`src/rtl/clock_boundary_stage.sv`:
```
// Fixed-latency retiming stage for one hring control-word lane.
// Wide data registers load only on valid flits; invalid slots leave the block as all-zero.
module clock_boundary_stage #(
  parameter int STAGES    = 1,  // latency in cycles, 1..8
  parameter int VALID_BIT = 0   // slot-valid bit within the flit, 0..143
) (
  input  logic         clk,
  input  logic         rst,
  input  logic [143:0] port0_ci,
  output logic [143:0] port0_co
);

  typedef logic [143:0] control_w;

  // Handshake: none. The ring is bufferless, so one slot enters and one
  // leaves every cycle; port0_ci[VALID_BIT] alone qualifies the slot.

  logic     v_q [STAGES];
  control_w d_q [STAGES];

  for (genvar i = 0; i < STAGES; i++) begin : g_stage
    if (i == 0) begin : g_head
      always_ff @(posedge clk or negedge rst) begin
        if (!rst) begin
          v_q[0] <= 1'b0;
          d_q[0] <= '0;
        end else begin
          v_q[0] <= port0_ci[VALID_BIT];
          // Clock-enable on the wide register: idle slots keep the old word.
          if (port0_ci[VALID_BIT]) d_q[0] <= port0_ci;
        end
      end
    end else begin : g_link
      always_ff @(posedge clk or negedge rst) begin
        if (!rst) begin
          v_q[i] <= 1'b0;
          d_q[i] <= '0;
        end else begin
          v_q[i] <= v_q[i-1];
          if (v_q[i-1]) d_q[i] <= d_q[i-1];
        end
      end
    end
  end

  // Stale data left behind in an idle slot must never leak onto the ring.
  assign port0_co = v_q[STAGES-1] ? d_q[STAGES-1] : '0;

endmodule

```
`config.mk`:
```
export PLATFORM = sky130hd
export DESIGN_NAME = clock_boundary_stage
export DESIGN_NICKNAME = d
export VERILOG_FILES = /design/src/rtl/clock_boundary_stage.sv
export SDC_FILE = /design/constraint.sdc
export NUM_CORES = 1
export LEC_CHECK = 0
export ABC_CLOCK_PERIOD_IN_PS = 1200
export BUFFER_PORTS_ARGS = -buffer_cell sky130_fd_sc_hd__buf_4
export CAP_MARGIN = 20
export CORE_UTILIZATION = 48
export DETAILED_ROUTE_END_ITERATION = 10
export GPL_ROUTABILITY_DRIVEN = 1
export GPL_TIMING_DRIVEN = 1
export PLACE_DENSITY = 0.81
export SYNTH_ARGS = -nofsm -noshare
export SYNTH_HDL_FRONTEND = slang
export SYNTH_SLANG_ARGS = --single-unit
```
`constraint.sdc`:
```
create_clock -name clk -period 1.2 [get_ports clk]
set_input_delay 0.12 -clock clk [delete_from_list [all_inputs] [get_ports clk]]
set_output_delay 0.12 -clock clk [all_outputs]
set_load 0.1 [all_outputs]
```
==> results of run 1 <==
==> logic make-up after synthesis <==
logic type,after synthesis,share of synthesized area
flops,145,0.553
simple gates,145,0.138
mux,143,0.279
buf+inv,31,0.0297
==> per-stage QoR <==
step / cell area [sq um] / instances / hold slack [ps] / setup WS, ps
floorplan: 6830 / 464 / -176 / -134
global placement: 9280 / 916 / 48.3 / -47.6
detailed placement: 9280 / 916 / 58.5 / -77.0
CTS: 12500 / 1092 / 59.8 / -474
==> synthesized netlist by cell type <==
library cell  number  area (sq um)
and2_1           144           901
buf_2              9          45.0
buf_6              8          90.1
clkbuf_1           8          30.0
clkbuf_2           6          30.0
dfrtp_1          145          3630
mux2_2            84           946
mux2_4            59           886
or2_2              1          6.26
==> repair_timing <==
item	in CTS
pin swaps	2
endpoints found under the hold margin	279
hold buffers	144
setup endpoints to repair	144
resized for setup	302
==> routing by layer <==
layer  overflow  track usage
met4        128         1.02
met3          1        0.727
met1          0        0.847
met5          0        0.184
met2        324         1.09
==> metrics.md, run 1 <==
| Metric | Value |
|---|---|
| Outcome | `did not finish` |
| Exit stage | `global routing (5_1_grt)` |
| Err | `[ERROR GRT-0232] Routing congestion too high. Check the congestion heatmap in the GUI.` |
| Die height | `119 um` |
| H-tree levels | `4` |
| Post-synthesis sequential area ratio | `0.553` |
| Total grt overflow | `453` |
| Post-DP HPWL | `12,000 um` |
| FP Rows | `42` |
| Clock Sink Count | `145` |
| CTS buffer count | `17` |
| Initial antenna violation count | `6` |
| Post-synthesis average cell area | `14.1 sq um` |
| Synthesized cell area | `0.00656 sq mm` |
| Root buf cell | `clkbuf_16` |
| Synth cell types | `9` |
| Synth warn | `0` |
| GR Util All Layers | `0.894` |
| Gate Count Post-Synth | `464` |
| Worst endpoint type | `primary output` |
| Top-level port count | `290` |
| Die width | `119 um` |
| Yosys reg bits | `145` |
| Net Count, Synth | `610` |
| Initial cell density of the core | `0.494` |
| Routability cong. | `0.793` |
| Bufs on Longest Clock Path | `2` |
| Worst endpoint, post-GRT repair | `port0_co[61]` |
| # port buffers | `289` |
| Largest net degree at the start of global routing | `44` |
| Setup repair bufs after CTS | `0` |
==> inputs of run 2 (changes only) <==
--- a/config.mk
+++ b/config.mk
@@ -8,11 +8,11 @@
 export ABC_CLOCK_PERIOD_IN_PS = 1200
 export BUFFER_PORTS_ARGS = -buffer_cell sky130_fd_sc_hd__buf_4
 export CAP_MARGIN = 20
-export CORE_UTILIZATION = 48
+export CORE_UTILIZATION = 40
 export DETAILED_ROUTE_END_ITERATION = 10
 export GPL_ROUTABILITY_DRIVEN = 1
 export GPL_TIMING_DRIVEN = 1
-export PLACE_DENSITY = 0.81
+export PLACE_DENSITY_LB_ADDON = 0.15
 export SYNTH_ARGS = -nofsm -noshare
 export SYNTH_HDL_FRONTEND = slang
 export SYNTH_SLANG_ARGS = --single-unit
==> metrics.md, run 2 <==
| Metric | Value |
|---|---|
| Outcome | `finished with violations` |
| Failing checks | `negative setup slack` |
| WP buf/inv | `3` |
| Clock tree from TritonCTS | `built` |
| Final nets | `1,054` |
| Via count | `5,343` |
| First-pass GRT wire length | `30,200 um` |
| Power per Cell Area | `1410 mW/mm^2` |
| Post-synthesis sequential area ratio | `0.553 (unchanged)` |
| RR Endpoint | `d_q[0]` |
| Clock transition at path regs | `60 ps` |
| CP endpoint kind | `output pin` |
| Crit path max fanout | `10` |
| Core area | `0.0159 sq mm` |
| Post-route ant nets | `0` |
| Top cell type's share of synthesized area | `0.553 (unchanged)` |
| CTS buffer count | `17 (unchanged)` |
| Clock Sink Count | `145 (unchanged)` |
| Most common cell after layout, fill and taps aside | `buf_4` |
| Vias in the first global route | `5,758` |
| R2R depth | `1` |
| FP Rows | `46 (+9.5%)` |
| Leading area contributor after synthesis | `dfrtp_1` |
| Worst hold path type | `in -> reg` |
| Post-DP HPWL | `12,000 um (-0.69%)` |
| Gate Count Post-Synth | `464 (unchanged)` |
| Design area | `0.0129 sq mm` |
| Async set-reset flop share out of synthesis | `1.00 (unchanged)` |
| Max-cap violations | `0` |
| Hold Vio Cnt, Final | `0` |
| Synth cell types | `9 (unchanged)` |
| CP cell instances | `buf_12, clkbuf_16, and2_4, buf_12` |
| Leak | `6.05 nW` |
| Synth warn | `0 (unchanged)` |
| Max incr delay on CP | `520 ps` |
| Util after Layout | `0.812` |
| Final WS setup | `-496 ps` |
| Final WL | `21,900 um` |
| Avg Vias per Cell | `4.70` |
| Largest net degree at the start of global routing | `41` |
| Die area | `0.0169 sq mm` |
| Post-route DRC violation count | `0` |
| Die width | `130 um (+9.4%)` |
| Most common cell in the synthesized netlist | `dfrtp_1` |
| Req. time, crit path | `1080 ps` |
| Share of cells above drive strength 1 | `0.687` |
| Synth area leaders | `dfrtp_1 (55%), mux2_2 (14%), and2_1 (14%)` |
| Net Count, Synth | `610 (unchanged)` |
| Clock skew | `0 ps` |
| Setup violations, final | `144` |
| Part of the cycle the worst path needs | `1.41` |
| Synth cell count leaders | `dfrtp_1 (145), and2_1 (144), mux2_2 (84)` |
| Setup Total Neg Slack | `-65,130 ps` |
| Peak Freq | `590 MHz` |
| Cell family with most CP delay | `flip-flops` |
| DR pass1 iterations | `4` |
| Post-synthesis average cell area | `14.1 sq um (unchanged)` |
| Most frequent cells in the layout | `buf_4 (147), dfrtp_1 (144), dlygate4sd3_1 (144)` |
| CP Launch Type | `flop` |
| Slowest library cell on the worst path | `dfrtp_4` |
| Initial antenna violation count | `1` |
| H-tree levels | `4 (unchanged)` |
| Drt initial violations | `175` |
| Root buf cell | `clkbuf_16` |
| Register area | `0.00363 sq mm` |
| Fillers | `795` |
| Final Slew Violations | `0` |
| CP dominant cell by count | `buf_12` |
| Reg-to-Reg Start | `d_q[0]` |
| Tightest Pin Transition | `306 ps` |
| Largest register FFs | `144` |
| Top_reg_cell synth | `dfrtp_1` |
| Regs by FF count | `d_q x144, v_q x1` |
| Total grt overflow | `0` |
| # port buffers | `289 (unchanged)` |
| Unrepaired setup endpoints after global routing | `true` |
| Area growth syn-to-layout | `97.2%` |
| Top-level port count | `290 (unchanged)` |
| Number of synthesized flops with an enable pin | `0 (unchanged)` |
| Die height | `130 um (+9.4%)` |
| Worst path arrival time | `1580 ps` |
| Largest register by flop count | `d_q` |
| Min-delay src | `port0_ci[0]` |
| Peak VDD IR | `1.01 mV` |
| Synthesized cell area | `0.00656 sq mm (unchanged)` |
| Initial cell density of the core | `0.412 (-0.0820)` |
| Routability cong. | `0.768 (-3.1%)` |
| Slew headroom | `0.796` |
| Hold path depth | `2` |
| Wire per inst | `19.3 um` |
| Pre-CTS setup slack | `-103 ps (-26.2 ps)` |
| Hold Crit Endpoint | `d_q[66]` |
| Worst skew pair latency | `410 ps` |
| Bufs on Longest Clock Path | `2 (unchanged)` |
| FF-to-FF setup slack | `370 ps` |
| GR Util All Layers | `0.238` |
| WHS | `99.6 ps` |
| Area after DPL | `0.00935 sq mm (+0.73%)` |
| WS Path Type | `reg -> out` |
| Multi-input gate area | `0.00306 sq mm` |
| Minimum clock period | `1700 ps` |
| Yosys reg bits | `145 (unchanged)` |
run 2: cell counts after synthesis:
No cell type changed its count.
run 2: timing repair:
item | 4_1_cts | 5_1_grt
gates resized for setup | 224 | 153
cloned | 0 | 4
endpoints found under the hold margin | 288 | 0
endpoints found under the setup margin | 144 | 144
pin swaps | 0 | 0
buffers inserted | 0 | 3
hold buffers | 144 | 0
run 2: per-stage QoR:
stage	power (mW)	instances
floorplan	9.67	464
global placement	10.9	955
detailed placement	11.0	955
CTS	17.8	1130
global route	18.8	1137
finish	18.3	1137
run 2: final cells by class:
cell class                 count  area share
clock buffer                  21      0.0371
antenna                        1    0.000193
multi-input combinational    288       0.237
tap                          216      0.0209
timing repair buffer         456       0.411
sequential                   145       0.281
clock inverter                10      0.0139
run 2: where the power goes:
part / switching (mW) / internal (mW)
registers: 0.309 / 5.38
clock network: 2.04 / 3.89
logic: 3.86 / 2.83
run 2: cells by family after synthesis:
family        after synthesis  share of synthesized area
buf+inv                    31                     0.0297
mux                       143                      0.279
simple gates              145                      0.138
flops                     145                      0.553
run 2: per-layer routing:
metal | GRT usage | share of wire
met5 | 0 | 0
met4 | 0.101 | 0.033
met3 | 0.0677 | 0.069
met2 | 0.420 | 0.53
met1 | 0.268 | 0.37
run 2: worst max path at each step:
| stage | start | cells past startpoint | end | slack (ps) |
|---|---|---|---|---|
| after floorplan | v_q | 3 | port0_co[100] | -130 |
| after global placement | v_q | 3 | port0_co[140] | -80 |
| after detailed placement | v_q | 3 | port0_co[61] | -100 |
| after CTS | v_q | 3 | port0_co[84] | -510 |
| after global routing | v_q | 4 | port0_co[30] | -530 |
| final | v_q | 4 | port0_co[136] | -500 |
No activity file was read; power rests on OpenSTA's default activity.
==> inputs of run 3 (changes only) <==
--- a/config.mk
+++ b/config.mk
@@ -12,7 +12,7 @@
 export DETAILED_ROUTE_END_ITERATION = 10
 export GPL_ROUTABILITY_DRIVEN = 1
 export GPL_TIMING_DRIVEN = 1
-export PLACE_DENSITY_LB_ADDON = 0.15
+export PLACE_DENSITY_LB_ADDON = 0.1
 export SYNTH_ARGS = -nofsm -noshare
 export SYNTH_HDL_FRONTEND = slang
 export SYNTH_SLANG_ARGS = --single-unit
==> metrics.md, run 3 (synthesis results as in run 2) <==
| Metric | Value |
|---|---|
| # port buffers | `289 (unchanged)` |
| Worst hold path type | `in -> reg` |
| WS Path Type | `reg -> out` |
| Comb pwr share | `0.385 (+0.019)` |
| Util after Layout | `0.839 (+0.0272)` |
| Wire per inst | `20.1 um (+4.1%)` |
| CP cell instances | `buf_12, buf_12, and2_2, buf_12` |
| Share of cells above drive strength 1 | `0.685 (-0.00149)` |
| Most common cell after layout, fill and taps aside | `buf_12` |
| Final WS setup | `-499 ps (-3.59 ps)` |
| Root buf cell | `clkbuf_16` |
| Non-filler cells, final | `1,142 (+0.44%)` |
| Hold path depth | `2 (unchanged)` |
| Register area | `0.00363 sq mm (unchanged)` |
| Most frequent cells in the layout | `buf_12 (156), buf_4 (151), dfrtp_1 (144), dlygate4sd3_1 (144), and2_4 (107)` |
| Minimum clock period | `1700 ps (+3.59 ps)` |
| Bufs on Longest Clock Path | `2 (unchanged)` |
| GR Util All Layers | `0.253 (+0.0156)` |
| Clock tree from TritonCTS | `built` |
| Reg-to-Reg Start | `d_q[60]` |
| Failing checks | `negative setup slack` |
| Final nets | `1,055 (+0.095%)` |
| Multi-input gate area | `0.00305 sq mm (-0.29%)` |
| Cell family with most CP delay | `flip-flops` |
| First-pass GRT wire length | `32,100 um (+6.0%)` |
| Max incr delay on CP | `480 ps (-40 ps)` |
| Routed length on met1 | `8260 um (+1.2%)` |
| Avg Vias per Cell | `4.75 (+1.1%)` |
| Hold Vio Cnt, Final | `0 (unchanged)` |
| Total grt overflow | `0 (unchanged)` |
| Part of the cycle the worst path needs | `1.42 (+0.00299)` |
| CTS buffer count | `17 (unchanged)` |
| Power per Cell Area | `1360 mW/mm^2 (-3.5%)` |
| Area growth syn-to-layout | `104%` |
| Sw frac | `0.344 (+0.00539)` |
| Sw power | `6.29 mW (+1.3%)` |
| Clock Sink Count | `145 (unchanged)` |
| Vias in the first global route | `6,002 (+4.2%)` |
| Final WL | `22,900 um (+4.5%)` |
| Crit path max fanout | `32 (+22)` |
| Top sig layer | `met4` |
| CP Launch Type | `flop` |
| Routed met3 length | `1520 um (+0.93%)` |
| DP Cell Count | `959 (+0.42%)` |
| Setup violations, final | `144 (unchanged)` |
| Leak | `6.17 nW (+1.9%)` |
| CP dominant cell by count | `buf_12` |
| Worst skew pair latency | `410 ps (about the same)` |
| Clock share of power | `0.302 (-0.022)` |
| Via count | `5,424 (+1.5%)` |
| FP Rows | `46 (unchanged)` |
| Clock transition at path regs | `50 ps (about the same)` |
| DR WL met2 | `12,400 um (+7.1%)` |
| Die height | `130 um (unchanged)` |
| Core area | `0.0159 sq mm (unchanged)` |
| Die area | `0.0169 sq mm (unchanged)` |
| Post-route DRC violation count | `0 (unchanged)` |
| Outcome | `finished with violations` |
| R2R depth | `1 (unchanged)` |
| Sequential share of power | `0.312 (about the same)` |
| Largest register by flop count | `d_q` |
| Die width | `130 um (unchanged)` |
| Drt initial violations | `202 (+15%)` |
| FF-to-FF setup slack | `370 ps (about the same)` |
| Regs by FF count | `d_q x144, v_q x1` |
| Slew headroom | `0.798 (+0.00162)` |
| Post-DP HPWL | `12,100 um (+0.95%)` |
| Initial antenna violation count | `4 (+3)` |
| WP buf/inv | `3 (unchanged)` |
| H-tree levels | `4 (unchanged)` |
| DR pass1 iterations | `4 (unchanged)` |
| Unrepaired setup endpoints after global routing | `true` |
| Req. time, crit path | `1080 ps (about the same)` |
| CP endpoint kind | `output pin` |
| Post-route ant nets | `0 (unchanged)` |
| Max-cap violations | `0 (unchanged)` |
| Top-level port count | `290 (unchanged)` |
| Final Slew Violations | `0 (unchanged)` |
| Clock skew | `0 ps (unchanged)` |
| Largest net degree at the start of global routing | `35 (-15%)` |
| RR Endpoint | `d_q[60]` |
| Hold Crit Endpoint | `v_q` |
| Peak VDD IR | `0.974 mV (-3.9%)` |
| Routability cong. | `0.755 (-1.7%)` |
| Initial cell density of the core | `0.412 (unchanged)` |
| Fillers | `711 (-11%)` |
| Min-delay src | `port0_ci[0]` |
| Final Power | `18.3 mW (-0.30%)` |
| Slowest library cell on the worst path | `dfrtp_4` |
| Worst path arrival time | `1580 ps (about the same)` |
| Largest register FFs | `144 (unchanged)` |
| Internal Power | `12.0 mW (-1.1%)` |
| Tightest Pin Transition | `303 ps (-2.43 ps)` |
| Peak Freq | `588 MHz (-0.21%)` |
run 3: changes by cell type in the layout (fill, tap and decap cells not counted), moves of 2 or more:
cell,delta
buf_4,+4
buf_12,+62
bufinv_16,-2
buf_6,-55
diode_2,+3
clkbuf_1,+2
and2_4,-7
buf_8,-8
and2_2,+7
run 3: worst max-delay path by stage:
stage | start | to | slack (ps) | cells after the start
2_1_floorplan | v_q | port0_co[100] | -130 | 3
3_3_place_gp | v_q | port0_co[136] | -100 | 3
3_5_place_dp | v_q | port0_co[97] | -110 | 3
4_1_cts | v_q | port0_co[84] | -490 | 3
5_1_grt | v_q | port0_co[87] | -540 | 4
6_report | v_q | port0_co[99] | -500 | 4
run 3: per-layer routing:
| layer | vias to the layer above | track usage |
|---|---|---|
| li1 | 2426 | - |
| met3 | 55 | 0.0709 |
| met4 | 0 | 0.120 |
| met1 | 2714 | 0.272 |
| met5 | - | 0 |
| met2 | 229 | 0.459 |
run 3: cell type report:
| type | count | share of cell area |
|---|---|---|
| antenna | 4 | 0.000749 |
| clock buffer | 23 | 0.0365 |
| clock inverter | 9 | 0.00964 |
| multi-input combinational | 288 | 0.228 |
| sequential | 145 | 0.272 |
| tap | 216 | 0.0202 |
| timing repair buffer | 457 | 0.433 |
run 3: through the flow:
step | setup TNS [ps] | setup WS [ps] | hold WS [ps] | cell area [sq um]
floorplan | -9250 | -134 | -176 | 6830
global placement | -10720 | -103 | 19.7 | 9420
detailed placement | -12170 | -112 | 17.9 | 9420
CTS | -67100 | -494 | 113 | 12800
global route | -70630 | -540 | 115 | 13400
finish | -65060 | -499 | 126 | 13400
run 3: what timing repair did:
item | 4_1_cts | 5_1_grt
buffers inserted | 0 | 2
hold buffers | 144 | 0
endpoints found under the hold margin | 288 | 0
resized for setup | 330 | 138
cloned | 0 | 1
setup endpoints to repair | 144 | 144
pin swaps | 1 | 1
run 3: power groups by stage:
stage | clock [mW] | sequential (mW) | combinational (mW)
floorplan | 0 | 5.63 | 4.04
global placement | 0 | 5.72 | 5.23
detailed placement | 0 | 5.73 | 5.28
CTS | 5.61 | 5.66 | 6.50
global route | 5.86 | 5.75 | 7.23
finish | 5.52 | 5.70 | 7.03
==> inputs of run 4 (changes only) <==
--- a/config.mk
+++ b/config.mk
@@ -11,7 +11,7 @@
 export CORE_UTILIZATION = 40
 export DETAILED_ROUTE_END_ITERATION = 10
 export GPL_ROUTABILITY_DRIVEN = 1
-export GPL_TIMING_DRIVEN = 1
+export GPL_TIMING_DRIVEN = 0
 export PLACE_DENSITY_LB_ADDON = 0.1
 export SYNTH_ARGS = -nofsm -noshare
 export SYNTH_HDL_FRONTEND = slang
==> metrics.md, run 4 (synthesis results as in run 2) <==
| Metric | Value |
|---|---|
| Slew headroom | `0.627 (-0.171)` |
| # port buffers | `289 (unchanged)` |
| Initial antenna violation count | `0 (-4)` |
| Peak Freq | `580 MHz (-1.5%)` |
| DR WL met2 | `13,400 um (+8.2%)` |
| Post-route ant nets | `0 (unchanged)` |
| Unrepaired setup endpoints after global routing | `true` |
| Setup violations, final | `144 (unchanged)` |
| Sw frac | `0.336 (-0.00828)` |
| Routability cong. | `0.725 (-4.0%)` |
| Area after DPL | `0.00930 sq mm (-1.2%)` |
| Sequential share of power | `0.299 (-0.013)` |
| Wire per inst | `20.9 um (+4.3%)` |
| Total grt overflow | `0 (unchanged)` |
| H-tree levels | `4 (unchanged)` |
| Regs by FF count | `d_q x144, v_q x1` |
| Worst hold path type | `in -> async` |
| WHS | `247 ps (+122 ps)` |
| Via count | `5,537 (+2.1%)` |
| DR pass1 iterations | `4 (unchanged)` |
| Power per Cell Area | `1400 mW/mm^2 (+2.3%)` |
| CP cell instances | `buf_12, buf_12, clkbuf_16, and2_4, buf_12` |
| Largest register FFs | `144 (unchanged)` |
| Final WS setup | `-525 ps (-26.0 ps)` |
| Die height | `130 um (unchanged)` |
| Failing checks | `negative setup slack` |
| Crit path max fanout | `8 (-75%)` |
| Drt initial violations | `166 (-18%)` |
| Routed length on met1 | `8370 um (+1.3%)` |
| CP dominant cell by count | `buf_12` |
| Vias in the first global route | `6,055 (+0.88%)` |
| Clock tree from TritonCTS | `built` |
| Clock skew | `0 ps (unchanged)` |
| Fillers | `636 (-11%)` |
| CP endpoint kind | `output pin` |
| Part of the cycle the worst path needs | `1.44 (+0.0217)` |
| Max-cap violations | `0 (unchanged)` |
| Req. time, crit path | `1080 ps (about the same)` |
| WS Path Type | `reg -> out` |
| Top-level port count | `290 (unchanged)` |
| Share of cells above drive strength 1 | `0.692 (+0.00700)` |
| Max incr delay on CP | `420 ps (-60 ps)` |
| GR Util All Layers | `0.273 (+0.0193)` |
| Peak VDD IR | `1.03 mV (+5.4%)` |
| Internal Power | `12.7 mW (+6.0%)` |
| Sw power | `6.42 mW (+2.2%)` |
| Post-route DRC violation count | `0 (unchanged)` |
| CTS buffer count | `17 (unchanged)` |
| Final nets | `1,076 (+2.0%)` |
| Final Power | `19.1 mW (+4.7%)` |
| Worst skew pair latency | `430 ps (+20 ps)` |
| Routed met3 length | `1660 um (+9.8%)` |
| Final Slew Violations | `0 (unchanged)` |
| Largest register by flop count | `d_q` |
| Slowest library cell on the worst path | `dfrtp_2` |
| Bufs on Longest Clock Path | `2 (unchanged)` |
| Top sig layer | `met4` |
| Root buf cell | `clkbuf_16` |
| Design area | `0.0137 sq mm (+2.3%)` |
| Area growth syn-to-layout | `109%` |
| First-pass GRT wire length | `33,500 um (+4.4%)` |
| Leak | `6.36 nW (+3.2%)` |
| Post-DP HPWL | `12,400 um (+2.4%)` |
| CP Launch Type | `flop` |
| Core area | `0.0159 sq mm (unchanged)` |
| Most common cell after layout, fill and taps aside | `buf_4` |
| Outcome | `finished with violations` |
| Util after Layout | `0.858 (+0.0195)` |
| Minimum clock period | `1730 ps (+26.0 ps)` |
| FF-to-FF setup slack | `330 ps (-40 ps)` |
| Hold Vio Cnt, Final | `0 (unchanged)` |
| Die width | `130 um (unchanged)` |
| DP Cell Count | `970 (+1.1%)` |
| Tightest Pin Transition | `559 ps (+256 ps)` |
| Clock Sink Count | `145 (unchanged)` |
| Clock share of power | `0.326 (+0.024)` |
| Initial cell density of the core | `0.412 (unchanged)` |
| Pre-CTS setup slack | `-505 ps (-393 ps)` |
| Avg Vias per Cell | `4.78 (+0.59%)` |
| FP Rows | `46 (unchanged)` |
| Largest net degree at the start of global routing | `76 (+120%)` |
| Final WL | `24,300 um (+5.8%)` |
| Comb pwr share | `0.376 (-0.009)` |
| Die area | `0.0169 sq mm (unchanged)` |
| Non-filler cells, final | `1,159 (+1.5%)` |
| Most frequent cells in the layout | `buf_4 (147), buf_12 (146), dlygate4sd3_1 (145)` |
| Worst path arrival time | `1610 ps (+30 ps)` |
| Diodes inserted | `0 (-4)` |
| Setup Total Neg Slack | `-66,430 ps (-1370 ps)` |
| Clock transition at path regs | `60 ps (about the same)` |
run 4: what timing repair did:
action                                 in CTS  in global routing
resized for setup                         481                 64
hold buffers                              145                  0
setup buffers                               4                  0
pin swaps                                   0                  0
cloned                                      3                  5
setup endpoints to repair                 144                217
endpoints found under the hold margin     214                  0
run 4: layout make-up:
cell class              count  area (sq um)  area share
plain buffers              31           385      0.0282
clock buffers              22           484      0.0354
clock inverters            10           203      0.0148
multi-input cells         288          3090       0.225
flip-flops and latches    145          3630       0.265
well taps                 216           270      0.0197
repair buffers            447          5630       0.411
run 4: final timing paths:
kind | startpoint | endpoint | cells past startpoint
max reg2reg | d_q[64] | d_q[64] | 1
min | rst | d_q[70] | 2
max | v_q | port0_co[131] | 5
min in group clk | port0_ci[0] | d_q[143] | 4
max in group asynchronous | rst | d_q[19] | 3
min reg2reg | d_q[0] | d_q[0] | 1
run 4: routing by layer:
metal / vias up / GRT usage
met3: 53 / 0.0869
met4: 0 / 0.140
met5: - / 0
li1: 2463 / -
met2: 232 / 0.491
met1: 2789 / 0.283
run 4: critical path, delay by kind of cell, from the launching register on:
family,cells,cell delay (ps)
AND/OR/NAND/NOR,1,150
buffers and inverters,4,600
flip-flops,1,420
run 4: power by group through the flow:
stage | Clock (mW) | Sequential (mW) | Combinational [mW]
after global routing | 6.46 | 5.75 | 7.38
after CTS | 6.22 | 5.64 | 6.88
final | 6.22 | 5.71 | 7.18
after detailed placement | 0 | 5.71 | 5.25
after floorplan | 0 | 5.63 | 4.04
after global placement | 0 | 5.69 | 5.19
